[src/rtl/sdf_stage_ctrl.sv]
`default_nettype none
// ============================================================================
// Module      : sdf_stage_ctrl
// Description : Per-stage controller for a radix-2 single-delay-feedback FFT
//               pipeline. Counts accepted input beats (not cycles) so input
//               stalls are tolerated, drains the delay line after the last
//               input beat, and lets the next frame's fill overlap the drain.
//               Drives mux select, shift enable, output valid and twiddle
//               ROM addressing.
// Revision    : 1.0 - initial release
// ============================================================================
module sdf_stage_ctrl #(
    parameter int NFFT     = 64,
    parameter int STAGE_NO = 1,
    parameter int TW_W     = ($clog2(NFFT) > 1) ? ($clog2(NFFT) - 1) : 1
) (
    input  logic                      clk,
    input  logic                      rst,
    input  logic                      start_conv,
    input  logic                      in_valid,
    output logic                      sel1,
    output logic                      shift_en,
    output logic                      out_valid,
    output logic                      tw_en,
    output logic [TW_W-1:0]           tw_addr,
    output logic [$clog2(NFFT)-1:0]   sample_idx,
    output logic                      busy,
    output logic                      frame_done
);

    localparam int c_LOG2N = $clog2(NFFT);
    localparam int c_D     = NFFT >> STAGE_NO;
    localparam int c_LD    = $clog2(c_D);
    localparam int c_TWSH  = STAGE_NO - 1;

    localparam logic [c_LOG2N-1:0] c_K_LAST = c_LOG2N'(NFFT - 1);
    localparam logic [c_LOG2N-1:0] c_K_FILL = c_LOG2N'(c_D - 1);
    localparam logic [c_LOG2N-1:0] c_ONE    = c_LOG2N'(1);

    localparam logic [1:0] c_ST_IDLE  = 2'd0;
    localparam logic [1:0] c_ST_RUN   = 2'd1;
    localparam logic [1:0] c_ST_FLUSH = 2'd2;

    logic [1:0]          r_state;
    logic [c_LOG2N-1:0]  r_k;
    logic [c_LOG2N-1:0]  r_o;
    logic                r_out_active;

    logic [1:0]          w_state_nxt;
    logic [c_LOG2N-1:0]  w_k_nxt;
    logic [c_LOG2N-1:0]  w_o_nxt;
    logic                w_out_active_nxt;

    logic                w_start_beat;
    logic                w_accept;
    logic [c_LOG2N-1:0]  w_acc_k;
    logic                w_shift_en;
    logic                w_sel1;
    logic                w_out_valid;
    logic                w_last_out;
    logic                w_fill_hit;
    logic [TW_W-1:0]     w_tw_addr;

    // Per-state decode: which beat is accepted (and its frame index), shift and mux select
    always_comb begin
        w_start_beat = start_conv && in_valid;
        w_accept     = 1'b0;
        w_acc_k      = '0;
        w_shift_en   = 1'b0;
        w_sel1       = 1'b0;
        case (r_state)
            c_ST_IDLE: begin
                if (w_start_beat) begin
                    w_accept   = 1'b1;
                    w_shift_en = 1'b1;
                end
            end
            c_ST_RUN: begin
                // start_conv is deliberately not looked at while a frame is filling
                w_accept   = in_valid;
                w_shift_en = in_valid;
                w_acc_k    = r_k;
                w_sel1     = r_k[c_LD];
            end
            c_ST_FLUSH: begin
                // Drain runs every cycle; a start beat here begins the next frame at k=0
                w_shift_en = 1'b1;
                w_accept   = w_start_beat;
            end
            default: begin
                w_accept   = 1'b0;
            end
        endcase
        w_out_valid = w_shift_en && r_out_active;
        w_last_out  = w_out_valid && (r_o == c_K_LAST);
        w_fill_hit  = w_accept && (w_acc_k == c_K_FILL);
    end

    // Next-state, input counter, output counter and output-activity tracking
    always_comb begin
        w_state_nxt = r_state;
        w_k_nxt     = r_k;
        if (w_accept) begin
            if (w_acc_k == c_K_LAST) begin
                w_k_nxt     = '0;
                w_state_nxt = c_ST_FLUSH;
            end else begin
                w_k_nxt     = w_acc_k + c_ONE;
                w_state_nxt = c_ST_RUN;
            end
        end else if ((r_state == c_ST_FLUSH) && w_last_out) begin
            w_state_nxt = c_ST_IDLE;
        end else if ((r_state != c_ST_IDLE) && (r_state != c_ST_RUN) && (r_state != c_ST_FLUSH)) begin
            w_state_nxt = c_ST_IDLE;
        end

        w_o_nxt = w_out_valid ? (r_o + c_ONE) : r_o;

        // Set beats clear so a chained frame produces no gap in out_valid
        if (w_fill_hit) begin
            w_out_active_nxt = 1'b1;
        end else if (w_last_out) begin
            w_out_active_nxt = 1'b0;
        end else begin
            w_out_active_nxt = r_out_active;
        end
    end

    // State and counter registers with synchronous reset
    always_ff @(posedge clk) begin
        if (rst) begin
            r_state      <= c_ST_IDLE;
            r_k          <= '0;
            r_o          <= '0;
            r_out_active <= 1'b0;
        end else begin
            r_state      <= w_state_nxt;
            r_k          <= w_k_nxt;
            r_o          <= w_o_nxt;
            r_out_active <= w_out_active_nxt;
        end
    end

    // Twiddle address is (o mod D) shifted up by STAGE_NO-1, built bit by bit
    for (genvar b = 0; b < TW_W; b++) begin : g_tw_bit
        if ((b >= c_TWSH) && ((b - c_TWSH) < c_LD)) begin : g_map
            assign w_tw_addr[b] = r_o[b-c_TWSH];
        end else begin : g_zero
            assign w_tw_addr[b] = 1'b0;
        end
    end

    assign sel1       = w_sel1;
    assign shift_en   = w_shift_en;
    assign out_valid  = w_out_valid;
    assign frame_done = w_last_out;
    assign tw_en      = w_out_valid && r_o[c_LD];
    assign tw_addr    = w_tw_addr;
    assign sample_idx = r_k;
    assign busy       = (r_state != c_ST_IDLE) || r_out_active;

endmodule
`default_nettype wire

[config.mk]
export PLATFORM = sky130hd
export DESIGN_NAME = sdf_stage_ctrl
export DESIGN_NICKNAME = d
export VERILOG_FILES = /design/src/rtl/sdf_stage_ctrl.sv
export SDC_FILE = /design/constraint.sdc
export NUM_CORES = 1
export LEC_CHECK = 0
export BUFFER_PORTS_ARGS = -buffer_cell sky130_fd_sc_hd__buf_2
export CORE_ASPECT_RATIO = 1.2
export CORE_UTILIZATION = 51
export DETAILED_ROUTE_END_ITERATION = 6
export GPL_TIMING_DRIVEN = 0
export PLACE_DENSITY = 0.77
export SYNTH_ARGS = -nofsm -noshare
export SYNTH_HDL_FRONTEND = slang
export SYNTH_SLANG_ARGS = --single-unit
[constraint.sdc]
create_clock -name clk -period 2.6 [get_ports clk]
set_input_delay 0.52 -clock clk [delete_from_list [all_inputs] [get_ports clk]]
set_output_delay 0.52 -clock clk [all_outputs]
set_load 0.02 [all_outputs]
Word level (Yosys, flattened, before mapping)
Cells that the tools add are included.
Widths: inputs -> output; s select.
{ "word_totals": {"n_memories": 0, "romBits": 0, "latchBits": 0, "register_bits": 15, "in_bits": 4, "ramBits": 0, "out_inout_bits": 17, "word_cells": 38} }
{ "op_classes": {"multipliers": 0, "eq_ne": 7, "shifts": 0, "n_lt_le_gt_ge": 0, "mux": 12, "div_mod_pow": 0, "reduce_logical": 13, "n_bitwise": 0, "add_sub_neg": 2} }
{ "ops": {"columns": ["op", "count"], "rows": [
  ["$add 6x1->6 const B", 2],
  ["$eq 6x6->1 const B", 2],
  ["$mux 6", 2],
  ["$logic_and 1x1->1", 8],
  ["$mux 2", 4],
  ["$eq 6x5->1 const B", 1],
  ["$pmux 1 s3", 2],
  ["$mux 1", 4],
  ["$reduce_bool 2->1", 2],
  ["$reduce_bool 3->1", 1],
  ["$eq 2x1->1 const B", 1],
  ["$eq 2x2->1 const B", 1],
  ["$logic_not 2->1", 1],
  ["$ne 2x1->1 const B", 1],
  ["$ne 2x2->1 const B", 1],
  ["$logic_or 1x1->1", 1]
]} }

Longest topological paths before layout
Gate-level depths: netlist of the first run.
{ "logic_depth": {"word_depth": 8, "mapped_depth": 7, "mapped_depth_nobuf": 7} }

Worst setup path after synthesis of the first run
Ideal clock, no wire load.
{ "synth_timing": {"path_type": "reg-to-reg", "startpoint": "register r_state[1]", "endpoint": "register r_k[5], in the netlist sample_idx[5]", "t_arrival_ps": 1762, "required_ps": 2526, "n_path_buf": 0, "path_slack_ps": 764, "path_stages_with_launch": 8, "setup_ps": 74, "period_less_slack_ps": 1836, "path_cell_list": "dfxtp_1 and2b_4 and2_1 ha_1 and3_1 a311oi_1 a31oi_1 a31oi_1"} }
{ "synth_via": {"elab_chain_len": 4, "elab_cells_between_ends": 8, "cone_classes": "1 x add/sub; 3 x eq/ne; 3 x mux; 1 x reduce/logical"} }
{ "synth_lines": {"columns": ["item", "line_no", "source"], "rows": [
  ["from (decl)", "44", "logic [1:0] r_state;"],
  ["from (signal assigned)", "132", "r_state <= c_ST_IDLE;"],
  ["from (signal assigned)", "137", "r_state <= w_state_nxt;"],
  ["$eq 2x1->1", "71", "case (r_state)"],
  ["$mux 6", "71", null],
  ["$add 6x1->6 or $eq 6x6->1 (tied branches)", "108, 104", null],
  ["$mux 6", "104", "if (w_acc_k == c_K_LAST) begin"],
  ["to (signal assigned)", "138", "r_k <= w_k_nxt;"],
  ["to (decl)", "45", "logic [c_LOG2N-1:0] r_k;"]
]} }
Several ways; a longest one is shown, not always the timed one.
A chain may end at the register's enable or synchronous reset.

Final worst setup path of the first run
{ "layout_timing": {"startpoint": "register r_state[0]", "endpoint": "output port frame_done"} }
{ "layout_via": {"elab_chain_len": 4, "elab_cells_between_ends": 6, "cone_classes": "2 x eq/ne; 1 x mux; 3 x reduce/logical"} }
{ "layout_lines": {"columns": ["item", "line_no", "source"], "rows": [
  ["$eq 2x2->1 (tied with other cells)", "71", null],
  ["$pmux 1 s3 (*)", "71", null],
  ["$logic_and 1x1->1 (*)", "94", "w_out_valid = w_shift_en && r_out_active;"],
  ["$logic_and 1x1->1 (*)", "95", "w_last_out = w_out_valid && (r_o == c_K_LAST);"],
  ["to (decl)", "28", "output logic frame_done"]
]} }
Mark *: on every way between the ends. The rest lies on a longest branch, timed or not.

==> flow_metrics.tcl, run 1 <==
set metrics [dict create \
    status "finished clean" \
    fin_ws_ns 0.512 \
    hold_viol 0 \
    r2r_slack_ns 0.53 \
    die_y_um 46.8 \
    crit_chain "nand2b_1, o21a_1, buf_2, nor2_1, buf_2" \
    cp-end-kind "output port" \
    cp_max_fo 10 \
    cts.sinks 15 \
    cts-hold-fix-buffers 0 \
    rr_worst_depth 7 \
    cts_resized 0 \
    core_um2 1500 \
    slew_headroom_pct 71.1 \
    rsz0062_at_grt "no" \
    p_per_area_nw_per_um2 417 \
    dieArea_um2 1840 \
    cts_setup_buffers 0 \
    antennaDiodeCount 0 \
    cts_buffers 3 \
    worst_pin_slew_ns 0.431 \
    cap_violations 0 \
    fp-row-count 15 \
    ys_warn_count 0 \
    syn-num-nets 113 \
    syn_inst 107 \
    grtUsageTotal_pct 21.6 \
    slowest_stage "dfxtp_1" \
    fmax_mhz 479 \
    clockBufferDepth 2 \
    finClkSkew_ns 0.00637 \
    grt_pass1_wl_mm 2.74 \
    drv_slew 0 \
    cts_root_buf "clkbuf_4" \
    gp_congestion 0.691 \
    worstSetupPathType "register to output port" \
    clk_pin_slew_ns 0.09 \
    fp.dieW_um 39.4 \
    whs_path_depth 2 \
    avgSynthCellArea_um2 7.99 \
    required_ns 2.08 \
    rr_startpoint "r_state[1]$_SDFFE_PP0P_" \
    drt-total-wl_mm 1.85 \
    area_growth_pct 17.4 \
    dp_slack_ns 0.549 \
    start_kind "register" \
    viasPerCell 5.75 \
    ys_ff_latch 15 \
    firstDrtPassIters 3 \
    synth_seq_area_share_pct 35.1 \
    clkLatencyLatePin_ns 0.28 \
    netlist.area_leader.share_pct 35.1 \
    synth.area.top_cells "dfxtp_1 35%, a21oi_1 6.4%, o21ai_0 4.7%, buf_4 4.4%, nand4_1 4.4%" \
    antenna_found_initial 0 \
    vdd_drop_max_mv 0.285 \
    reg2reg_to "sample_idx[5]$_SDFFE_PP0P_" \
    min_period_over_period_pct 80.3 \
    period_needed_ns 2.09 \
    hp-start "rst" \
    drt_iter0_markers 8 \
    utilization_pct 66.8 \
    synth.distinct_cells 32 \
    ioPinCount 21 \
    dp_hpwl_mm 1.39 \
    grt-ovfl-total 0 \
    wl_per_cell_um 12.5 \
    drc 0 \
    cts_max_level 1 \
    p_leak_nw 0.424 \
    path_common_cell "buf_2" \
    tns_ns 0 \
    final_net_count 138 \
    cp.arrival_ns 1.57 \
    grt_pass1_vias 686 \
    hold_path.class "primary input to register" \
    initial_core_util_pct 56.9 \
    dp.cells 144 \
    drive_gt1_share_pct 26.0 \
    cpPeakStageDelay_ns 0.43 \
    fin_cells 148 \
    synth_area_um2 855 \
    num_vias 851 \
    cts_tree "yes" \
    whs_ns 0.488 \
    final_antenna_net_count 0 \
    io_buffers 20 \
    grt_max_degree 11 \
    finalSetupViolCount 0 \
    yosys.area.top_type "dfxtp_1" \
    whs_endpoint "sample_idx[2]$_SDFFE_PP0P_" \
]
-- worst max path at each step --
| stage | from | endpoint | slack (ns) |
|---|---|---|---|
| after floorplan | r_state[1]$_SDFFE_PP0P_ | sample_idx[5]$_SDFFE_PP0P_ | 0.76 |
| after global placement | r_state[1]$_SDFFE_PP0P_ | sample_idx[5]$_SDFFE_PP0P_ | 0.60 |
| after detailed placement | r_state[1]$_SDFFE_PP0P_ | sample_idx[5]$_SDFFE_PP0P_ | 0.55 |
| after CTS | r_state[0]$_SDFFE_PP0P_ | frame_done | 0.52 |
| after global routing | r_state[1]$_SDFFE_PP0P_ | sample_idx[5]$_SDFFE_PP0P_ | 0.41 |
| final | r_state[0]$_SDFFE_PP0P_ | frame_done | 0.51 |
-- where the power goes --
part           internal (mW)  switching (mW)
sequential             0.232         0.00402
combinational         0.0158          0.0279
clock                 0.0571          0.0809
total                  0.305           0.113
-- flip-flops by register name (all words and copies together), names as in the netlist --
register      cells
r_o               6
r_state           2
sample_idx        6
r_out_active      1
-- cell type report --
type / instances / area, um2
repair buffers: 20 / 100
clock buffers: 3 / 22.5
inverters: 4 / 15.0
well taps: 17 / 21.3
multi-input cells: 80 / 488
plain buffers: 8 / 51.3
flip-flops and latches: 15 / 300
fillers: 145 / 498
clock inverters: 1 / 5.00
-- layout by cell type (no fill, tap or decap) --
master / netlist / layout
buf_2: 2 / 22
dfxtp_1: 15 / 15
a21oi_1: 11 / 11
o21ai_0: 8 / 8
nor2_1: 6 / 6
nand4_1: 6 / 6
nand3_1: 6 / 6
or3_1: 5 / 5
buf_4: 5 / 5
inv_1: 4 / 4
and2_1: 4 / 4
nand3b_1: 4 / 4
a31oi_1: 4 / 4
and3_1: 3 / 3
nand2_1: 3 / 3
clkbuf_4: 0 / 3
nand2b_1: 2 / 2
o21a_1: 2 / 2
or4_1: 2 / 2
ha_1: 2 / 2
o21ai_1: 1 / 1
and2b_4: 1 / 1
and2b_1: 1 / 1
nor3_1: 1 / 1
clkbuf_1: 1 / 1
o31ai_1: 1 / 1
nor2b_1: 1 / 1
or2b_1: 1 / 1
mux2_2: 1 / 1
o21ai_2: 1 / 1
a311oi_1: 1 / 1
o211ai_1: 1 / 1
and4_1: 1 / 1
clkinv_2: 0 / 1
-- synthesized netlist by cell type --
cell type  instances
a21oi_1           11
a311oi_1           1
a31oi_1            4
and2_1             4
and2b_1            1
and2b_4            1
and3_1             3
and4_1             1
buf_2              2
buf_4              5
clkbuf_1           1
dfxtp_1           15
ha_1               2
inv_1              4
mux2_2             1
nand2_1            3
nand2b_1           2
nand3_1            6
nand3b_1           4
nand4_1            6
nor2_1             6
nor2b_1            1
nor3_1             1
o211ai_1           1
o21a_1             2
o21ai_0            8
o21ai_1            1
o21ai_2            1
o31ai_1            1
or2b_1             1
or3_1              5
or4_1              2
-- critical path, delay by kind of cell, from the launching register on --
kind | cells | cell delay [ns]
AO/OA/AOI/OAI | 1 | 0.25
AND/OR/NAND/NOR | 2 | 0.22
flip-flops | 1 | 0.43
buffers and inverters | 2 | 0.39
-- kinds of logic after synthesis --
kind of cell / count (synthesis) / share of synthesized area (%)
simple gates: 47 / 32.7
compound gates: 30 / 20.2
flops: 15 / 35.1
buf+inv: 12 / 7.76
fa+ha+maj: 2 / 2.93
mux: 1 / 1.32
-- stage by stage --
step                      total power, mW  area [um2]
after detailed placement            0.285         976
after CTS                           0.424        1000
after global placement              0.284         976
after floorplan                     0.270         855
final                               0.418        1000
after global routing                0.430        1000
-- per-layer routing --
| metal | track usage (%) | wire [um] | up-vias |
|---|---|---|---|
| li1 | - | - | 441 |
| met1 | 22.2 | 829 | 394 |
| met2 | 41.7 | 945 | 14 |
| met3 | 2.84 | 59 | 2 |
| met4 | 10.3 | 13 | 0 |
| met5 | 0 | 0 | - |
(Power assumes the default switching activity.)
==> run 2: changes to the inputs <==
ABC_AREA = 1   (was default)
CORE_UTILIZATION = 47   (was 51)
PLACE_DENSITY = 0.74   (was 0.77)
clock period = 1.85 ns   (was 2.6 ns; I/O delays follow)
==> flow_metrics.tcl, run 2 <==
set metrics [dict create \
    pwr-share-clk_pct 31.8 \
    async_flop_share_pct 0 \
    worst_pin_slew_ns 0.510 \
    ioPinCount 21 \
    grt_max_degree 11 \
    p_leak_nw 0.512 \
    ys_ff_latch 15 \
    grt-ovfl-total 0 \
    fmax_mhz 562 \
    final_antenna_net_count 0 \
    cts_tree "yes" \
    drv_slew 0 \
    slew_headroom_pct 66.0 \
    required_ns 1.48 \
    ys_warn_count 0 \
    crit_chain "ha_4, nand3_2, nor3_2, nand2_2, inv_1, buf_4" \
    min_period_over_period_pct 96.2 \
    r2r_slack_ns 0.24 \
    dieArea_um2 2120 \
    period_needed_ns 1.78 \
    reg2reg_to "sample_idx[0]$_SDFFE_PP0P_" \
    grtUsageTotal_pct 18.8 \
    viasPerCell 5.01 \
    power_mw 0.602 \
    synth-edff-count 0 \
    cpPeakStageDelay_ns 0.39 \
    internal-power_mw 0.434 \
    rr_startpoint "r_state[1]$_SDFFE_PP0P_" \
    synth.distinct_cells 24 \
    clk_pin_slew_ns 0.09 \
    io_buffers 20 \
    start_kind "register" \
    drc 0 \
    status "finished clean" \
    fin_cells 175 \
    synth_common_cells "31 x nand2_1, 15 x dfxtp_1, 15 x inv_1" \
    synth_area_um2 910 \
    finalSetupViolCount 0 \
    final_net_count 163 \
    initial_core_util_pct 49.7 \
    synth.area.top_cells "dfxtp_1 33%, nand2_1 13%, a21oi_1 7.2%, inv_1 6.2%, nor2_1 5.8%" \
    rr_worst_depth 10 \
    drt_iter0_markers 13 \
    sw_frac_of_total_pct 27.9 \
    grt_pass1_wl_mm 3.16 \
    avgSynthCellArea_um2 6.94 \
    synth_flop_cell "dfxtp_1" \
    cts.sinks 15 \
    yosysMostFrequentCell "nand2_1" \
    p_sw_mw 0.168 \
    cp_max_fo 4 \
    area_growth_pct 22.3 \
    ff_latch_area_um2 308 \
    gp_congestion 0.861 \
    drt-total-wl_mm 1.91 \
    syn_inst 131 \
    hold_viol 0 \
    finClkSkew_ns 0.00335 \
    cap_violations 0 \
    mostFrequentLayoutCells "31 x nand2_1, 19 x buf_2, 15 x inv_1" \
    num_vias 877 \
    cp.arrival_ns 1.41 \
    hold_path.class "primary input to register" \
    p_comb_share_pct 13.1 \
    firstDrtPassIters 4 \
    final_common_cell "nand2_1" \
    slowest_stage "dfxtp_2" \
    synth_seq_area_share_pct 33.0 \
    core_um2 1830 \
    antennaDiodeCount 0 \
    cts_buffers 3 \
    utilization_pct 60.8 \
    cts_root_buf "clkbuf_4" \
    multi_input_area_um2 527 \
    wl_per_cell_um 10.9 \
    vdd_drop_max_mv 0.357 \
    netlist.area_leader.share_pct 33.0 \
    cts_max_level 1 \
    syn-num-nets 137 \
    fp.dieW_um 42.2 \
    grt_pass1_vias 807 \
    yosys.area.top_type "dfxtp_1" \
    dp.cells 170 \
    p_per_area_nw_per_um2 541 \
    cts-hold-fix-buffers 0 \
    clockBufferDepth 2 \
    die_y_um 50.2 \
    cp-end-kind "output port" \
    drive_gt1_share_pct 33.3 \
    crit_path_start "r_o[1]$_SDFFE_PP0P_" \
    worstSetupPathType "register to output port" \
    crit_path_end "frame_done" \
    fp-row-count 17 \
    dp_hpwl_mm 1.47 \
    clkLatencyLatePin_ns 0.29 \
    seqPwrFrac_pct 55.1 \
    nFillCells 173 \
    antenna_found_initial 0 \
]
[run 2: cell types whose count changed in the layout (fill, tap and decap cells not counted), sizes merged, moves of 4 or more]
cell,change
inv,+13
nand3b,-4
nand2,+35
o21ai,-8
and2,-4
xor2,+5
a31oi,-4
or3,-5
nor2,+10
[run 2: metrics by stage]
stage | worst slack, ns | area [um2] | TNS (ns) | hold WS [ns]
after floorplan | 0.324 | 910 | 0 | 0.449
after global placement | 0.227 | 1030 | 0 | 0.479
after detailed placement | 0.220 | 1030 | 0 | 0.494
after CTS | 0.0133 | 1080 | 0 | 0.262
after global routing | -0.00257 | 1110 | -0.00257 | 0.295
final | 0.0697 | 1110 | 0 | 0.283
[run 2: how the worst min path moves through the flow]
| stage | depth (start not counted) | slack (ns) | to | start |
|---|---|---|---|---|
| floorplan | 1 | 0.45 | sample_idx[4]$_SDFFE_PP0P_ | rst |
| global placement | 2 | 0.48 | r_o[5]$_SDFFE_PP0P_ | r_o[5]$_SDFFE_PP0P_ |
| detailed placement | 2 | 0.49 | sample_idx[1]$_SDFFE_PP0P_ | sample_idx[1]$_SDFFE_PP0P_ |
| CTS | 2 | 0.26 | sample_idx[4]$_SDFFE_PP0P_ | rst |
| global route | 2 | 0.29 | sample_idx[4]$_SDFFE_PP0P_ | rst |
| finish | 2 | 0.28 | sample_idx[4]$_SDFFE_PP0P_ | rst |
[run 2: worst max-delay path: cells and delay by family, from the launching register on]
family	cells	cell delay, ns
flops	1	0.39
simple gates	3	0.39
buf+inv	2	0.18
fa+ha+maj	1	0.16
[run 2: power by group through the flow]
stage / sequential (mW) / clock, mW / combinational [mW]
2_1_floorplan: 0.341 / 0 / 0.0497
3_3_place_gp: 0.338 / 0 / 0.0716
3_5_place_dp: 0.339 / 0 / 0.0734
4_1_cts: 0.331 / 0.194 / 0.0771
5_1_grt: 0.333 / 0.203 / 0.0875
6_report: 0.332 / 0.191 / 0.0789
[run 2: kinds of logic after synthesis]
logic type,count (synthesis),share of synthesized area [%]
buffers and inverters,24,12.5
xor gates and xnor gates,5,4.81
and+or+nand+nor,68,37.0
AOI/OAI and AO/OA,17,9.90
DFF,15,33.0
adders and majority gates,2,2.75
[run 2: what timing repair did]
action	in CTS	in global routing
pin swaps	1	1
setup endpoints to repair	2	2
resized for setup	4	8
buffers inserted	1	0
[run 2: cell type report]
cell class | instances | area share, %
clock buffers | 3 | 2.02
clock inverters | 1 | 0.450
flip-flops and latches | 15 | 27.7
inverters | 18 | 6.75
well taps | 19 | 2.14
plain buffers | 6 | 3.71
repair buffers | 21 | 9.90
multi-input cells | 92 | 47.4
[run 2: per-layer routing]
metal | vias up | wire [um] | GRT usage (%)
met5 | - | 0 | 0
met2 | 17 | 1010 | 35.4
met4 | 0 | 48 | 8.33
met3 | 6 | 83 | 2.52
met1 | 395 | 764 | 20.4
li1 | 459 | - | -
